[config.mk]
export PLATFORM = sky130hd
export DESIGN_NAME = age_stage_multi
export DESIGN_NICKNAME = d
export VERILOG_FILES = /design/src/rtl/age_stage_multi.sv
export SDC_FILE = /design/constraint.sdc
export NUM_CORES = 1
export LEC_CHECK = 0
export ABC_AREA = 1
export CORE_ASPECT_RATIO = 1.25
export CORE_MARGIN = 3
export CORE_UTILIZATION = 40
export DETAILED_ROUTE_END_ITERATION = 12
export GPL_TIMING_DRIVEN = 0
export PLACE_DENSITY = 0.74
export RECOVER_POWER = 100
export SETUP_SLACK_MARGIN = 0.4
export SLEW_MARGIN = 10
export SYNTH_ARGS = -nofsm -noshare
export SYNTH_HDL_FRONTEND = slang
export SYNTH_SLANG_ARGS = --single-unit
[constraint.sdc]
create_clock -name clk -period 7.2 [get_ports clk]
set_clock_uncertainty 0.2 [all_clocks]
set_input_delay 1.08 -clock clk [delete_from_list [all_inputs] [get_ports clk]]
set_output_delay 1.08 -clock clk [all_outputs]
set_load 0.01 [all_outputs]
[src/rtl/age_stage_multi.sv]
// Age-update pipeline stage for the BLESS deflection router.
// Registers NUM_CH network flit control words plus one injection slot (index NUM_CH),
// ages every valid flit by AGE_STEP (saturating or wrapping), gates the injection slot
// with the arbiter grant, tracks the oldest valid slot and counts saturation events.
// Control word layout: bit CTRL_W-1 = valid, bits AGE_W-1:0 = age, other bits pass through.
module age_stage_multi #(
    parameter int NUM_CH      = 4,
    parameter int CTRL_W      = 24,
    parameter int AGE_W       = 8,
    parameter int AGE_STEP    = 1,
    parameter int SATURATE    = 1,
    parameter int AGE_STALLED = 0,
    parameter int CNT_W       = 16
) (
    input  logic                           clk,
    input  logic                           rst_n,
    input  logic                           stall,
    input  logic [NUM_CH*CTRL_W-1:0]       ch_ctrl_in,
    input  logic [CTRL_W-1:0]              inj_ctrl_in,
    input  logic                           inj_grant,
    output logic [(NUM_CH+1)*CTRL_W-1:0]   ch_ctrl_out,
    output logic                           inj_ack,
    output logic                           oldest_valid,
    output logic [$clog2(NUM_CH+1)-1:0]    oldest_idx,
    output logic [CNT_W-1:0]               sat_cnt
);

    localparam int SLOTS = NUM_CH + 1;
    localparam int IDX_W = $clog2(SLOTS);
    localparam int EV_W  = $clog2(SLOTS + 1);
    localparam int SUM_W = ((CNT_W > EV_W) ? CNT_W : EV_W) + 1;

    localparam logic [AGE_W:0]    C_STEP    = (AGE_W+1)'(AGE_STEP);
    localparam logic [AGE_W-1:0]  C_AGE_MAX = '1;
    localparam logic [SUM_W-1:0]  C_CNT_MAX = (SUM_W'(1) << CNT_W) - SUM_W'(1);

    // Registered state
    logic [SLOTS*CTRL_W-1:0] r_ctrl;
    logic                    r_inj_ack;
    logic                    r_oldest_valid;
    logic [IDX_W-1:0]        r_oldest_idx;
    logic [CNT_W-1:0]        r_sat_cnt;

    // Next-state values
    logic [SLOTS*CTRL_W-1:0] w_next_ctrl;
    logic                    w_inj_ack;
    logic                    w_oldest_valid;
    logic [IDX_W-1:0]        w_oldest_idx;
    logic [EV_W-1:0]         w_sat_events;
    logic [CTRL_W-1:0]       w_slot;
    logic [CTRL_W:0]         w_age_res;
    logic [AGE_W-1:0]        w_best_age;
    logic [SUM_W-1:0]        w_cnt_sum;
    logic [CNT_W-1:0]        w_cnt_next;

    // Applies the age rule to one valid word; returns {saturation_event, updated_word}.
    // The sum is one bit wider than the age field so the carry reveals an overflow.
    function automatic logic [CTRL_W:0] f_age(input logic [CTRL_W-1:0] word);
        logic [AGE_W:0]    sum;
        logic [CTRL_W-1:0] res;
        logic              ev;
        res = word;
        ev  = 1'b0;
        sum = {1'b0, word[AGE_W-1:0]} + C_STEP;
        if (sum[AGE_W] && (SATURATE != 0)) begin
            res[AGE_W-1:0] = C_AGE_MAX;
            ev             = 1'b1;
        end else begin
            res[AGE_W-1:0] = sum[AGE_W-1:0];
        end
        return {ev, res};
    endfunction

    // Next slot contents, injection ack, saturation events and oldest-slot selection.
    // NOTE: every variable gets a default before any branch, so no latch can be inferred.
    always_comb begin
        w_next_ctrl    = r_ctrl;
        w_inj_ack      = 1'b0;
        w_sat_events   = '0;
        w_oldest_valid = 1'b0;
        w_oldest_idx   = '0;
        w_best_age     = '0;
        w_slot         = '0;
        w_age_res      = '0;

        // Capture new words unless stalled; a dropped injection keeps its other fields.
        if (!stall) begin
            w_next_ctrl = {inj_ctrl_in, ch_ctrl_in};
            w_next_ctrl[SLOTS*CTRL_W-1] = inj_ctrl_in[CTRL_W-1] & inj_grant;
            w_inj_ack   = inj_ctrl_in[CTRL_W-1] & inj_grant;
        end

        // Age valid slots on capture, and in place while stalled if enabled.
        if (!stall || (AGE_STALLED != 0)) begin
            for (int s = 0; s < SLOTS; s++) begin
                w_slot = w_next_ctrl[s*CTRL_W +: CTRL_W];
                if (w_slot[CTRL_W-1]) begin
                    w_age_res = f_age(w_slot);
                    w_next_ctrl[s*CTRL_W +: CTRL_W] = w_age_res[CTRL_W-1:0];
                    w_sat_events = w_sat_events + EV_W'(w_age_res[CTRL_W]);
                end
            end
        end

        // Oldest valid slot of the next state; strict compare keeps ties on the lowest index.
        for (int s = 0; s < SLOTS; s++) begin
            w_slot = w_next_ctrl[s*CTRL_W +: CTRL_W];
            if (w_slot[CTRL_W-1] && (!w_oldest_valid || (w_slot[AGE_W-1:0] > w_best_age))) begin
                w_oldest_valid = 1'b1;
                w_oldest_idx   = IDX_W'(s);
                w_best_age     = w_slot[AGE_W-1:0];
            end
        end
    end

    // Saturation counter update, clamped at its maximum instead of wrapping.
    always_comb begin
        w_cnt_sum  = SUM_W'(r_sat_cnt) + SUM_W'(w_sat_events);
        w_cnt_next = (w_cnt_sum > C_CNT_MAX) ? CNT_W'(C_CNT_MAX) : w_cnt_sum[CNT_W-1:0];
    end

    // State registers with asynchronous reset.
    // NOTE: sequential state uses non-blocking assignments so all registers update together.
    always_ff @(posedge clk or negedge rst_n) begin
        if (!rst_n) begin
            r_ctrl         <= '0;
            r_inj_ack      <= 1'b0;
            r_oldest_valid <= 1'b0;
            r_oldest_idx   <= '0;
            r_sat_cnt      <= '0;
        end else begin
            r_ctrl         <= w_next_ctrl;
            r_inj_ack      <= w_inj_ack;
            r_oldest_valid <= w_oldest_valid;
            r_oldest_idx   <= w_oldest_idx;
            r_sat_cnt      <= w_cnt_next;
        end
    end

    assign ch_ctrl_out  = r_ctrl;
    assign inj_ack      = r_inj_ack;
    assign oldest_valid = r_oldest_valid;
    assign oldest_idx   = r_oldest_idx;
    assign sat_cnt      = r_sat_cnt;

endmodule

==> impl_summary.log <==
[metrics] post-synthesis cell type with the largest combined area: sky130_fd_sc_hd__dfrtp_1
[metrics] Critical Path Max Stage Delay: 0.45 ns
[metrics] leading cell types by count after synthesis: 519 x sky130_fd_sc_hd__nand2_1, 141 x sky130_fd_sc_hd__dfrtp_1, 66 x sky130_fd_sc_hd__inv_1, 66 x sky130_fd_sc_hd__nand3_1, 48 x sky130_fd_sc_hd__nor2_1
[metrics] Cell variety after synth: 47
[metrics] wire length after detailed routing: about 31000 um
[metrics] routed vias/inst: 5.21
[metrics] Synth Area in Simple Gates: approximately 36%
[metrics] number of nets with antenna violations after detailed routing: 0
[metrics] DR pass1 iterations: 11
[metrics] sequential share of the synthesized area: between 40% and 50%
[metrics] number of global-route vias before repair: roughly 8300
[metrics] cell types with the largest area share after synthesis: sky130_fd_sc_hd__dfrtp_1 43%, sky130_fd_sc_hd__nand2_1 24%, sky130_fd_sc_hd__ha_1 7.1%
[metrics] max-capacitance violation count: 2
[metrics] combinational cell fraction of total power: between 30% and 40%
[metrics] maximum number of pins on one net before global-route repair: 74
[metrics] I/O pin count: ~270
[metrics] share of synthesized cell area in full adder, half adder and majority cells: ~7.4%
[metrics] half-perimeter wire length after placement: about 20000 um
[metrics] Yosys warnings: 0
[metrics] most common cell in the synthesized netlist: sky130_fd_sc_hd__nand2_1
[metrics] post-synthesis area per instance: ~7.5 um2
[metrics] total power per unit cell area: around 220 nW/um2
[metrics] # fillers: about 1600
[metrics] min-delay worst type: flip-flop to flip-flop
[metrics] worst flop-to-flop path endpoint: oldest_idx[2]$_DFF_PN0_
[metrics] switching pwr: between 1 and 1.5 mW
[metrics] flip-flop and latch count after synthesis: about 140
[metrics] arrival time at the worst endpoint: 7.66 ns
[metrics] DRC violation count after routing: 2
[metrics] hold_buf cts: 0
[metrics] CTS buffer count: 17
[metrics] ys flop type: sky130_fd_sc_hd__dfrtp_1
[metrics] maximum level of the CTS H-tree: 4
[metrics] final design utilization: about two thirds
[metrics] area share of the leading cell type in the synthesized netlist: roughly 43%
[metrics] clk_lat worst skew: ~0.43 ns
[metrics] proportion of register bits with asynchronous set or reset after synthesis: 100%
[metrics] antenna violations before repair: 1
[metrics] clk buf depth: 2
[metrics] wire length of the first global-routing pass: roughly 42000 um
[metrics] post-route minimum period: 7.50 ns
[metrics] area overhead of the layout relative to synthesis: 64.1%
[metrics] relative slew slack: -142%
[metrics] count of vias placed by the detailed router: slightly above 9000
[metrics] number of endpoints with negative hold slack in the final report: 0
[metrics] Clock transition at path regs: roughly 0.06 ns
[metrics] worst setup path class: input pin to flip-flop
[metrics] launch point of the worst reg-to-reg path: ch_ctrl_out[1]$_DFF_PN0_
[metrics] fraction of power spent switching nets: 36.3%
[metrics] gate count after technology mapping: between 1000 and 1500
[metrics] Worst Setup End Kind: flip-flop
[metrics] number of sinks driven by the clock tree: 141
[metrics] final worst setup slack: -0.304 ns
[metrics] share of cells above drive strength 1: 22.6%
[metrics] top achievable clock speed: approximately 130 MHz
[metrics] Critical path destination: oldest_idx[2]$_DFF_PN0_
[metrics] Setup Viol. Count Final: 3
[metrics] Tot GR Track Use: a little under a quarter
[metrics] num rows: 58
[metrics] category of the worst setup path launch point: input pin
[metrics] Worst R2R Path Depth: 45
[metrics] slew at the pin with the worst max-slew slack: between 3 and 4 ns
[metrics] net count of the finished layout: 1626
[metrics] cell repeated most along the worst path: sky130_fd_sc_hd__nand2_2
[metrics] CTS tree: yes
[metrics] PnR Total Power: just over 3 mW
[metrics] DIE HEIGHT: between 150 and 200 um
[metrics] largest driver fanout on the critical path: 6
[metrics] root buffer cell: sky130_fd_sc_hd__clkbuf_16
[metrics] Clock Power Share: between 20% and 30%
[metrics] final period utilization: 104%
[metrics] nets in the synthesized netlist: approximately 1300
[metrics] Std-Cell Core Area: 20200 um2
[metrics] die area: 22400 um2
[metrics] total global routing overflow: 0
[metrics] port buffer count: 264
[metrics] initial standard-cell utilization of the core: between 40% and 50%
[metrics] critical path required time: about 7.4 ns
[metrics] Reg2Reg Setup Slack: approximately 0.28 ns
[metrics] width of the die: 135 um
[metrics] dominant combinational cell family by area after synthesis: simple AND/OR/NAND/NOR gates
[metrics] proportion of power drawn by flip-flops and latches: 31.6%
[metrics] violations in the final reports: DRC, capacitance limit, slew limit, setup timing
[metrics] Critical Path Start: ch_ctrl_in[6]
[metrics] post-synthesis compound-gate area fraction: ~6%
[metrics] internal power summed over all cells: ~1.9 mW
[metrics] Post-Synth XOR/XNOR Area: around 2.8%
[metrics] total count of max-transition violations in the final report: 144
[metrics] routed length per placed instance: between 15 and 20 um
[metrics] slowest library cell on the worst path: sky130_fd_sc_hd__clkdlybuf4s50_1
[metrics] run status: finished with violations
[metrics] Hold Path Depth: 2
[metrics] worst-case vdd ir drop: about 160 uV
[metrics] leakage power: 6.59 nW
[metrics] routability-driven placement congestion ratio: approximately 0.93
[metrics] netlist area before placement: a little over 8000 um2
[metrics] initial drt markers: 590
[metrics] multiplexer share of the synthesized area: 0%
[metrics] RSZ-0062 raised after global routing: yes
[metrics] count of flip-flops with a built-in enable after synthesis: 0
## routing by layer
layer  routed length [um]  up-vias  track usage, %
met2                15700      498            42.2
met5                    0        -               0
met4                 1630        0            8.99
met3                 2850      136            7.64
met1                10600     4210            26.5
li1                     -     4218               -
## cell usage in the layout, fill, tap and decap left out, types with 7 or more instances in the layout
cell type,synthesis,routed
sky130_fd_sc_hd__a31oi_1,8,8
sky130_fd_sc_hd__ha_4,0,25
sky130_fd_sc_hd__clkbuf_16,0,18
sky130_fd_sc_hd__buf_2,9,9
sky130_fd_sc_hd__dlymetal6s2s_1,0,9
sky130_fd_sc_hd__nand3_2,6,19
sky130_fd_sc_hd__dfrtp_1,141,141
sky130_fd_sc_hd__ha_1,47,20
sky130_fd_sc_hd__o21ai_1,6,9
sky130_fd_sc_hd__and2_4,1,9
sky130_fd_sc_hd__nand3_4,0,10
sky130_fd_sc_hd__buf_4,3,60
sky130_fd_sc_hd__xor2_1,14,14
sky130_fd_sc_hd__nand2_1,519,447
sky130_fd_sc_hd__inv_1,66,61
sky130_fd_sc_hd__a21oi_2,3,8
sky130_fd_sc_hd__nand2_4,0,26
sky130_fd_sc_hd__nor2_4,4,11
sky130_fd_sc_hd__clkbuf_1,15,15
sky130_fd_sc_hd__nand4_1,10,10
sky130_fd_sc_hd__nor2_1,48,42
sky130_fd_sc_hd__a21oi_1,23,16
sky130_fd_sc_hd__xnor2_1,12,11
sky130_fd_sc_hd__nand3_1,66,43
sky130_fd_sc_hd__o21ai_0,23,14
sky130_fd_sc_hd__buf_12,0,7
sky130_fd_sc_hd__clkdlybuf4s50_1,0,252
sky130_fd_sc_hd__nand2_2,19,63
## final cells by class
class / count / area, um2 / area share (%)
Multi-Input combinational cell: 855 / 5310 / 39.2
Tap cell: 270 / 338 / 2.49
Antenna cell: 1 / 2.50 / 0.0185
Timing Repair Buffer: 331 / 3230 / 23.8
Timing Repair inverter: 3 / 20.0 / 0.148
Inverter: 72 / 314 / 2.32
Buffer: 33 / 235 / 1.74
Clock buffer: 17 / 425 / 3.14
Sequential cell: 141 / 3530 / 26.0
Clock inverter: 15 / 148 / 1.09
## sequential cells by signal (all words and copies together) (netlist names)
| register | count |
|---|---|
| sat_cnt | 16 |
| oldest_idx | 3 |
| oldest_valid | 1 |
| ch_ctrl_out | 120 |
| inj_ack | 1 |
## power groups by stage
stage          logic [mW]  clock network (mW)  registers (mW)
2_1_floorplan       0.434                   0            1.01
3_3_place_gp        0.876                   0           0.967
3_5_place_dp        0.898                   0           0.969
4_1_cts             0.936               0.880           0.956
5_1_grt              1.31               0.916           0.971
6_report             1.21               0.862           0.958
## through the flow
step	worst slack, ns	instances	hold slack, ns	setup TNS [ns]	cell area (um2)
after floorplan	0.266	1100	0.315	0	8460
after global placement	-1.50	1634	0.261	-157.56	11400
after detailed placement	-1.61	1635	0.264	-5.44	11500
after CTS	-0.144	1679	0.282	-0.353	12200
after global routing	-0.625	1738	0.296	-1.83	13600
final	-0.304	1738	0.277	-0.851	13600
## worst min path at each step
stage	startpoint	end
finish	ch_ctrl_out[57]$_DFFE_PN0N_	ch_ctrl_out[57]$_DFFE_PN0N_
global route	ch_ctrl_out[40]$_DFFE_PN0N_	ch_ctrl_out[40]$_DFFE_PN0N_
CTS	ch_ctrl_out[9]$_DFFE_PN0N_	ch_ctrl_out[9]$_DFFE_PN0N_
detailed placement	ch_ctrl_out[90]$_DFFE_PN0N_	ch_ctrl_out[90]$_DFFE_PN0N_
global placement	ch_ctrl_out[33]$_DFFE_PN0N_	ch_ctrl_out[33]$_DFFE_PN0N_
floorplan	ch_ctrl_out[104]$_DFFE_PN0N_	ch_ctrl_out[104]$_DFFE_PN0N_
## logic make-up after synthesis
kind of cell,count (synthesis)
xor+xnor,26
fa+ha+maj,48
buf+inv,105
simple gates,699
compound gates,81
flops,141
## repair_timing
action,4_1_cts,5_1_grt
setup endpoints to repair,11,13
gates cloned,2,3
gates resized for setup,21,202
hold endpoints to repair,0,0
buffers inserted,10,55
pin swaps,7,101
## critical path: cells and delay by family
kind / cells / cell delay (ns)
buffers and inverters: 8 / 1.27
AO/OA/AOI/OAI: 16 / 2.49
adder cells (fa/ha/maj): 4 / 1.06
AND/OR/NAND/NOR: 17 / 1.73
Note: power is estimated with default switching activity, not from simulation.
